**src/rtl/rv_iommu_ddt_walker.sv**
```systemverilog
// rv_iommu_ddt_walker: single-level DDT walk sequencer in front
// of the DDTC; also serialises DDT invalidation against walks.
module rv_iommu_ddt_walker #(
  parameter int unsigned DC_WORDS = 4,
  parameter int unsigned DID_BITS = 6,
  localparam int unsigned DC_W = 64 * DC_WORDS
) (
  input  logic            clk_i,
  input  logic            rst_ni,
  input  logic [1:0]      ddtp_mode_i,
  input  logic [43:0]     ddtp_ppn_i,
  input  logic            req_valid_i,
  output logic            req_ready_o,
  input  logic [23:0]     req_did_i,
  output logic            rsp_valid_o,
  input  logic            rsp_ready_i,
  output logic [DC_W-1:0] rsp_dc_o,
  output logic            rsp_bare_o,
  output logic            rsp_fault_o,
  output logic [11:0]     rsp_cause_o,
  input  logic            inv_req_i,
  input  logic            inv_dv_i,
  input  logic [23:0]     inv_did_i,
  output logic            inv_ack_o,
  output logic            ddtc_flush_o,
  output logic            ddtc_flush_dv_o,
  output logic [23:0]     ddtc_flush_did_o,
  output logic            ddtc_lookup_o,
  output logic [23:0]     ddtc_lu_did_o,
  input  logic            ddtc_lu_hit_i,
  input  logic [DC_W-1:0] ddtc_lu_dc_i,
  output logic            ddtc_update_o,
  output logic [23:0]     ddtc_up_did_o,
  output logic [DC_W-1:0] ddtc_up_dc_o,
  output logic            mem_req_o,
  output logic [55:0]     mem_addr_o,
  input  logic            mem_gnt_i,
  input  logic            mem_rvalid_i,
  input  logic [63:0]     mem_rdata_i,
  input  logic            mem_err_i
);

  localparam int unsigned BW =
    (DC_WORDS > 1) ? $clog2(DC_WORDS) : 1;
  localparam logic [BW-1:0] LAST = BW'(DC_WORDS - 1);
  localparam logic [55:0] DC_BYTES = 56'(8 * DC_WORDS);
  localparam logic [11:0] CAUSE_OFF = 12'd256;
  localparam logic [11:0] CAUSE_LD  = 12'd257;
  localparam logic [11:0] CAUSE_INV = 12'd258;

  typedef enum logic [2:0] {
    IDLE, LOOKUP, MEM_REQ, MEM_WAIT, UPDATE, RESP
  } state_e;

  state_e          state_q;
  logic [BW-1:0]   beat_q;
  logic [23:0]     did_q;
  logic [DC_W-1:0] dc_q;
  logic            bare_q;
  logic            fault_q;
  logic [11:0]     cause_q;

  logic        idle;
  logic        flush;
  logic        did_oor;
  logic        last;
  logic        word0_v;
  logic [55:0] addr;

  assign idle    = state_q == IDLE;
  assign flush   = idle & inv_req_i;
  assign did_oor = (did_q >> DID_BITS) != '0;
  assign last    = beat_q == LAST;
  // On a single-beat DC the V bit is still on the bus
  assign word0_v = (beat_q == '0) ? mem_rdata_i[0] : dc_q[0];
  assign addr    = {ddtp_ppn_i, 12'b0}
                 + 56'(did_q) * DC_BYTES
                 + 56'({beat_q, 3'b000});

  assign req_ready_o      = idle & ~inv_req_i;
  assign inv_ack_o        = flush;
  assign ddtc_flush_o     = flush;
  assign ddtc_flush_dv_o  = flush & inv_dv_i;
  assign ddtc_flush_did_o = flush ? inv_did_i : '0;

  assign ddtc_lookup_o = state_q == LOOKUP;
  assign ddtc_lu_did_o = ddtc_lookup_o ? did_q : '0;
  assign ddtc_update_o = state_q == UPDATE;
  assign ddtc_up_did_o = ddtc_update_o ? did_q : '0;
  assign ddtc_up_dc_o  = ddtc_update_o ? dc_q : '0;

  assign mem_req_o  = state_q == MEM_REQ;
  assign mem_addr_o = mem_req_o ? addr : '0;

  assign rsp_valid_o = state_q == RESP;
  assign rsp_dc_o    = rsp_valid_o ? dc_q : '0;
  assign rsp_bare_o  = rsp_valid_o & bare_q;
  assign rsp_fault_o = rsp_valid_o & fault_q;
  assign rsp_cause_o = rsp_valid_o ? cause_q : '0;

  always_ff @(posedge clk_i) begin
    if (!rst_ni) begin
      state_q <= IDLE;
      beat_q  <= '0;
      did_q   <= '0;
      dc_q    <= '0;
      bare_q  <= 1'b0;
      fault_q <= 1'b0;
      cause_q <= '0;
    end else begin
      unique case (state_q)
        IDLE: begin
          if (!inv_req_i && req_valid_i) begin
            did_q   <= req_did_i;
            dc_q    <= '0;
            beat_q  <= '0;
            bare_q  <= 1'b0;
            fault_q <= 1'b0;
            cause_q <= '0;
            unique case (ddtp_mode_i)
              2'd1: begin
                bare_q  <= 1'b1;
                state_q <= RESP;
              end
              2'd2: state_q <= LOOKUP;
              default: begin
                fault_q <= 1'b1;
                cause_q <= CAUSE_OFF;
                state_q <= RESP;
              end
            endcase
          end
        end
        LOOKUP: begin
          if (ddtc_lu_hit_i) begin
            dc_q    <= ddtc_lu_dc_i;
            state_q <= RESP;
          end else if (did_oor) begin
            fault_q <= 1'b1;
            cause_q <= CAUSE_INV;
            state_q <= RESP;
          end else begin
            beat_q  <= '0;
            state_q <= MEM_REQ;
          end
        end
        MEM_REQ: begin
          if (mem_gnt_i) state_q <= MEM_WAIT;
        end
        MEM_WAIT: begin
          if (mem_rvalid_i) begin
            if (mem_err_i) begin
              dc_q    <= '0;
              fault_q <= 1'b1;
              cause_q <= CAUSE_LD;
              state_q <= RESP;
            end else if (last && !word0_v) begin
              dc_q    <= '0;
              fault_q <= 1'b1;
              cause_q <= CAUSE_INV;
              state_q <= RESP;
            end else begin
              dc_q[int'(beat_q)*64 +: 64] <= mem_rdata_i;
              if (last) begin
                state_q <= UPDATE;
              end else begin
                beat_q  <= beat_q + 1'b1;
                state_q <= MEM_REQ;
              end
            end
          end
        end
        UPDATE: state_q <= RESP;
        RESP: begin
          if (rsp_ready_i) state_q <= IDLE;
        end
        default: state_q <= IDLE;
      endcase
    end
  end

endmodule

```
**config.mk**
```make
export PLATFORM = sky130hd
export DESIGN_NAME = rv_iommu_ddt_walker
export DESIGN_NICKNAME = d
export VERILOG_FILES = /design/src/rtl/rv_iommu_ddt_walker.sv
export SDC_FILE = /design/constraint.sdc
export NUM_CORES = 1
export LEC_CHECK = 0
export BUFFER_PORTS_ARGS = -buffer_cell sky130_fd_sc_hd__buf_2
export CORE_AREA = 2 2 428 430
export CTS_CLUSTER_DIAMETER = 30
export CTS_CLUSTER_SIZE = 25
export DETAILED_ROUTE_END_ITERATION = 16
export DIE_AREA = 0 0 430 432
export GPL_TIMING_DRIVEN = 0
export HOLD_SLACK_MARGIN = 0.08
export PLACE_DENSITY_LB_ADDON = 0.08
export SETUP_SLACK_MARGIN = 0.15
export SYNTH_ARGS = -nofsm -noshare
export SYNTH_HDL_FRONTEND = slang
export SYNTH_SLANG_ARGS = --single-unit
```
**constraint.sdc**
```tcl
create_clock -name clk_i -period 3.5 [get_ports clk_i]
set_clock_uncertainty 0.2 [all_clocks]
set_input_delay 0.525 -clock clk_i [delete_from_list [all_inputs] [get_ports clk_i]]
set_output_delay 0.525 -clock clk_i [all_outputs]
set_load 0.03 [all_outputs]
```
==> results of run 1 <==
## worst max path at each step
stage,end,startpoint
after floorplan,mem_addr_o[38],ddtp_ppn_i[0]
after global placement,rsp_dc_o[192],state_q[2]$_SDFFE_PN0P_
after global routing,mem_addr_o[50],did_q[7]$_SDFFE_PN0P_
final,mem_addr_o[38],did_q[7]$_SDFFE_PN0P_
after CTS,mem_addr_o[38],did_q[7]$_SDFFE_PN0P_
after detailed placement,ddtc_up_dc_o[178],state_q[2]$_SDFFE_PN0P_
## per-layer routing
metal	vias up	wire (um)	track usage, %
li1	14008	-	-
met1	14466	85600	25.6
met2	952	99200	35.5
met3	235	8320	3.23
met4	2	5580	5.75
met5	-	13	0
## area by class of cell
type	instances	area share, %
tap	2385	6.97
clock inverter	20	0.914
buffer	299	4.88
clock buffer	225	9.55
sequential	289	13.6
antenna	24	0.140
multi-input combinational	2562	37.8
timing repair buffer	1474	26.0
inverter	16	0.175
## state kept, by name, indices dropped and copies added (netlist names)
register,cells
state_q,3
cause_q,3
dc_q,256
beat_q,2
did_q,24
bare_q,1
## report_power, final
part           switching (mW)  internal [mW]  total [mW]
clock                    3.40           7.90        11.3
combinational            6.43           3.43        9.87
sequential              0.401           3.57        3.97
total                    10.2           14.9        25.1
## cells by family after synthesis
kind of cell / share of synthesized area, %
and+or+nand+nor: 39.9
other: 0.0169
xor gates and xnor gates: 0.787
muxes: 0.321
AOI/OAI and AO/OA: 25.5
adders and majority gates: 1.50
DFF: 26.0
buffers and inverters: 5.97
## synthesized netlist by cell type, drive strengths merged, types with 7 or more instances
cell type / count / area [um2]
ha: 25 / 313
xnor2: 15 / 131
nor2: 42 / 158
inv: 16 / 60.1
a21boi: 33 / 248
dfxtp: 289 / 5790
and3: 41 / 257
nand3: 19 / 100
a21o: 8 / 61.3
nor3: 13 / 75.1
o21a: 7 / 52.6
o21ai: 279 / 1400
nand2: 342 / 1280
and2: 569 / 3560
nor2b: 515 / 3220
nand4: 8 / 50.1
a21oi: 291 / 1460
a2111o: 9 / 101
a22oi: 256 / 1920
clkbuf: 228 / 856
buf: 76 / 413
a211oi: 12 / 95.1
## worst max-delay path, delay by kind of cell (launching register included)
| kind | cells | cell delay [ns] |
|---|---|---|
| compound gates | 4 | 0.76 |
| xor+xnor | 1 | 0.14 |
| fa+ha+maj | 2 | 0.58 |
| buf+inv | 3 | 0.46 |
| flops | 1 | 0.35 |
| simple gates | 1 | 0.11 |
## what timing repair did
item                                   CTS  global route
hold buffers                           287             0
endpoints found under the hold margin  287             0
setup buffers                           59            27
gates resized for setup                638           485
pin swaps                               46            37
cloned                                  11             9
setup endpoints to repair              862           671
==> metrics.md, run 1 <==
| Metric | Value |
|---|---|
| Vias in the first global route | 29,155 |
| Post-synthesis cell type count | 65 |
| Register area share after synthesis | 26.0% |
| CP max stage cell | fa_2 |
| Setup TNS | -10.28 ns |
| Vias/cell | 4.07 |
| Final min period | 3.89 ns |
| Area of the multi-input gates | 16,200 um2 |
| Power Total | 25.1 mW |
| Max_cap viols | 0 |
| Grt ovf | 0 |
| First-pass GRT wire length | 259,000 um |
| Commonest non-fill, non-tap cells in the layout | buf_2 (832), nor2b_1 (515), and2_1 (420), nand2_1 (340), dlygate4sd3_1 (287) |
| Async SR Flop Fraction | 0% |
| Boundary Pins | roughly 1,100 |
| Worst slew pin tran | between 1 and 1.5 ns |
| # DRC | 0 |
| CP required | 2.77 ns |
| Hold path endpoint | dc_q[172]$_SDFFE_PN0P_ |
| Setup slack on the worst flop-to-flop path | between 0.2 and 0.3 ns |
| Pwr dens | between 500 and 600 nW/um2 |
| Arrival @ worst endpoint | 3.16 ns |
| Initial DRC Count | 1,723 |
| Commonest non-fill, non-tap cell in the layout | buf_2 |
| Fin area | 42,800 um2 |
| DP HPWL | 155,000 um |
| Hold Path Cell Cnt | 5 |
| CP Capture Type | output port |
| Wire per inst | 27.2 um |
| Status | complete, but fails checks |
| Setup CP Type | reg2out |
| Ys flop type | dfxtp_1 |
| TritonRoute pass-1 iters | 8 |
| Fraction of the cycle the final worst path needs | 111% |
| Origin of the worst min-delay path | mem_rdata_i[44] |
| Post-route ant nets | 0 |
| Static Leakage | 18.2 nW |
| Die Footprint | approximately 190,000 um2 |
| Later-pin clock latency in the skew report | 0.75 ns |
| Syn avg cell area | about 7 um2 |
| Area of the mapped netlist | ~22,000 um2 |
| Crit start category | flop |
| Post-Route WL | 199,000 um |
| EDFF count, synth | 0 |
| Placed inst area | 30,900 um2 |
| Synth warn | 0 |
| RSZ-0062 raised after global routing | true |
| Net count, final | 5,230 |
| Row count | 157 |
| Final Hold Viols | 0 |
| Synth Instances | 3,160 |
| Reg2Reg Launch Point | state_q[2]$_SDFFE_PN0P_ |
| Depth of the CTS H-tree | 4 |
| Initial Utilization | 12.2% |
| Gr usage total | 20.3% |
| Post-synthesis register bit count | between 200 and 300 |
| Pre-CTS WS | -1.59 ns |
| Worst VDD drop | between 0.0004 and 0.0005 V |
| Core ar. | 182,000 um2 |
| Clock-pin slew on the worst setup and hold paths | 0.04 ns |
| Clock Tree Buf Depth | 3 |
| Slew headroom | 27.0% |
| Hold_ws | 0.152 ns |
| CP max FO | 5 |
| Num Clock Sinks | 289 |
| P&R area growth vs syn | 92.5% |
| Placed Cells | 6,637 |
| Fraction of layout cells with a size suffix above 1 | 36.7% |
| Largest net degree at the start of global routing | 17 |
| Clock buffer count from CTS | between 100 and 150 |
| Max-slew violation count | 0 |
| Non-filler cells, final | 7,294 |
| Worst hold path type | in2reg |
| Final Core Density | 23.6% |
| Final setup fails | 37 |
| Register Area | 5830 um2 |
| R2r worst-path depth | 11 |
| GP Congestion | 0.865 |
| Fmax | around 260 MHz |
| Vias | 29,663 |
| CTS tree | done |
| Initial antenna violation count | 38 |
| Final setup margin | -0.388 ns |
| CTS Root Cell | clkbuf_16 |
| Die Y | 432 um |
| Slowest stage delay, CP | around 0.42 ns |
| FILL cells | 20,493 |
| Failing checks | negative setup slack |
| CP cell instances | ha_4 > fa_2 > a211oi_2 > o21ai_2 > o2111ai_4 > buf_6 > buf_16 > a211oi_1 > xnor2_1 > nor2_1 > buf_4 |
| Die width | 430 um |
| IO buf count | 1,072 |
| R2r endpoint | dc_q[85]$_SDFFE_PN0P_ |
(Power assumes the default switching activity.)
==> run 2: changes to the inputs <==
--- a/config.mk
+++ b/config.mk
@@ -7,6 +7,7 @@
 export LEC_CHECK = 0
 export BUFFER_PORTS_ARGS = -buffer_cell sky130_fd_sc_hd__buf_2
 export CORE_AREA = 2 2 428 430
+export CTS_BUF_LIST = sky130_fd_sc_hd__clkbuf_2
 export CTS_CLUSTER_DIAMETER = 30
 export CTS_CLUSTER_SIZE = 25
 export DETAILED_ROUTE_END_ITERATION = 16
==> run 2 against run 1 <==
Net effect:
- the run still ends with negative setup slack left
- design area up 4.0%
- critical path depth is 2 lower
- clock power fell by 65%
- first-iteration DRC count is 3.6% higher
- register-to-register slack got worse by 0.98 ns
- via count rose by 6.6%
- clock-buffer cell count is 29 lower
- die area unchanged
- sequential cell count unchanged
- critical endpoint is now mem_addr_o[41]
- power decreased by 26%
==> metrics.md, run 2 (synthesized netlist as in run 1, its figures left out) <==
| Metric | Value |
|---|---|
| Slowest stage delay, CP | 0.40 ns (-0.02 ns) |
| Pwr dens | 419 nW/um2 (-29%) |
| Commonest non-fill, non-tap cells in the layout | buf_2 (861), dlygate4sd3_1 (830), nor2b_1 (515), and2_1 (456), nand2_1 (340) |
| RSZ-0062 raised after global routing | true |
| Die Footprint | 186,000 um2 (unchanged) |
| Worst slew pin tran | 1.39 ns (+0.297 ns) |
| Num Clock Sinks | 289 (unchanged) |
| CP cell instances | ha_4 > a21o_1 > nand3_4 > a21oi_4 > o211ai_4 > buf_8 > a2111o_1 > o21ai_1 > buf_4 |
| Initial antenna violation count | 39 (+2.6%) |
| GP Congestion | 0.865 (unchanged) |
| Largest regs | dc_q: 256 flops, did_q: 24 flops |
| Max-slew violation count | 0 (unchanged) |
| Fmax | 212 MHz (-18%) |
| Vias in the first global route | 30,880 (+5.9%) |
| Vias/cell | 4.04 (-0.63%) |
| Fraction of the cycle the final worst path needs | 135% (+24 points) |
| Pre-CTS WS | -1.59 ns (unchanged) |
| Row count | 157 (unchanged) |
| Commonest non-fill, non-tap cell in the layout | buf_2 |
| Gr usage total | 20.5% (+0.21 points) |
| CP max stage cell | dfxtp_4 |
| Final Core Density | 24.5% (+0.95 points) |
| Worst hold path type | reg2reg |
| Failing checks | negative setup slack |
| DP HPWL | 155,000 um (unchanged) |
| Wire per inst | 25.6 um (-6.0%) |
| Initial Utilization | 12.2% (unchanged) |
| TritonRoute pass-1 iters | 5 (-3) |
| Final setup margin | -1.23 ns (-0.839 ns) |
| IO buf count | 1,072 (unchanged) |
| Core ar. | 182,000 um2 (unchanged) |
| Die width | 430 um (unchanged) |
| Status | complete, but fails checks |
| Max_cap viols | 0 (unchanged) |
| CP max FO | 7 (+2) |
| Post-route ant nets | 0 (unchanged) |
| Hold_ws | 0.272 ns (+0.120 ns) |
| Post-Route WL | 200,000 um (+0.82%) |
| Boundary Pins | 1,086 (unchanged) |
| Clock buffer count from CTS | 138 (unchanged) |
| Final Hold Viols | 0 (unchanged) |
| Final setup fails | 880 (+2300%) |
| Static Leakage | 18.9 nW (+3.7%) |
| # DRC | 0 (unchanged) |
| CTS Root Cell | clkbuf_2 |
| Later-pin clock latency in the skew report | 1.52 ns (+0.77 ns) |
| Clock-pin slew on the worst setup and hold paths | 0.09 ns (+0.05 ns) |
| Largest net degree at the start of global routing | 17 (unchanged) |
| CP Capture Type | output port |
| Arrival @ worst endpoint | 4.00 ns (+0.84 ns) |
| Non-filler cells, final | 7,823 (+7.3%) |
| CP required | 2.77 ns (about the same) |
| Setup CP Type | reg2out |
| Worst VDD drop | 0.000274 V (-33%) |
| Fraction of layout cells with a size suffix above 1 | 31.9% (-4.8 points) |
| Initial DRC Count | 1,785 (+3.6%) |
| CTS tree | done |
| Grt ovf | 0 (unchanged) |
| Largest reg by FF count | dc_q |
| First-pass GRT wire length | 264,000 um (+1.9%) |
| Crit start category | flop |
| Max reg flops | 256 (unchanged) |
| Vias | 31,615 (+6.6%) |
| Net count, final | 5,748 (+9.9%) |
| Slew headroom | 7.22% (-20 points) |
| Placed Cells | 6,637 (unchanged) |
| Depth of the CTS H-tree | 4 (unchanged) |
| Clock Tree Buf Depth | 3 (unchanged) |
| Die Y | 432 um (unchanged) |
| P&R area growth vs syn | 100% |
| Final min period | 4.73 ns (+0.839 ns) |
[run 2: cell count changes in the layout (fill, tap and decap cells not counted), sizes merged, moves of 2 or more]
cell | before | now
dlygate4sd3 | 287 | 830
clkbuf | 456 | 420
clkinv | 18 | 39
buf | 1255 | 1237
diode | 24 | 35
inv | 16 | 23
bufinv | 0 | 2
[run 2: report_power, final]
| group | switching, mW | internal, mW | total (mW) | leakage (nW) |
|---|---|---|---|---|
| logic | 6.54 | 4.18 | 10.7 | 15.6 |
| registers | 0.413 | 3.55 | 3.96 | 2.34 |
| clock network | 2.27 | 1.71 | 3.98 | 0.961 |
[run 2: cell type report]
class	instances	area, um2
diodes	35	87.6
fillers	20606	137000
flip-flops and latches	289	5820
clock inverters	49	300
repair buffers	1990	16300
clock buffers	196	981
well taps	2385	2980
plain buffers	301	2030
multi-input cells	2562	16000
inverters	16	65.1
[run 2: path summary, 6_finish.rpt]
check / end / cells after the start / startpoint / slack, ns
worst max register to register: dc_q[145]$_SDFFE_PN0P_ / 10 / beat_q[0]$_SDFFE_PN0P_ / -0.71
worst min-delay path: bare_q$_SDFFE_PN0P_ / 2 / bare_q$_SDFFE_PN0P_ / 0.27
worst min register to register: bare_q$_SDFFE_PN0P_ / 2 / bare_q$_SDFFE_PN0P_ / 0.27
worst max-delay path: mem_addr_o[41] / 9 / did_q[8]$_SDFFE_PN0P_ / -1.23
[run 2: through the flow]
step	total power, mW	area [um2]	TNS, ns
2_1_floorplan	7.59	22300	0
3_3_place_gp	11.7	30600	-1175.06
3_5_place_dp	11.7	30900	-189.39
4_1_cts	17.7	41900	-682.49
5_1_grt	19.9	44500	-686.90
6_report	18.7	44600	-421.27
[run 2: routing by layer]
| metal | up-vias | routed length (um) | GRT usage [%] |
|---|---|---|---|
| met1 | 15349 | 86300 | 25.9 |
| li1 | 15113 | - | - |
| met3 | 218 | 8910 | 3.19 |
| met5 | - | 0 | 0 |
| met4 | 0 | 4990 | 6.08 |
| met2 | 935 | 100000 | 35.7 |
[run 2: timing repair]
action / in CTS / in global routing
gates cloned: 6 / 13
endpoints found under the hold margin: 289 / 0
pin swaps: 18 / 40
setup buffers: 13 / 47
gates resized for setup: 312 / 855
setup endpoints to repair: 892 / 916
hold buffers: 830 / 0
[run 2: worst max-delay path: cells and delay by family (launching register included)]
| family | cells | cell delay (ns) |
|---|---|---|
| AO/OA/AOI/OAI | 5 | 1.24 |
| buffers and inverters | 2 | 0.43 |
| flip-flops | 1 | 0.40 |
| adder cells (fa/ha/maj) | 1 | 0.26 |
| AND/OR/NAND/NOR | 1 | 0.12 |
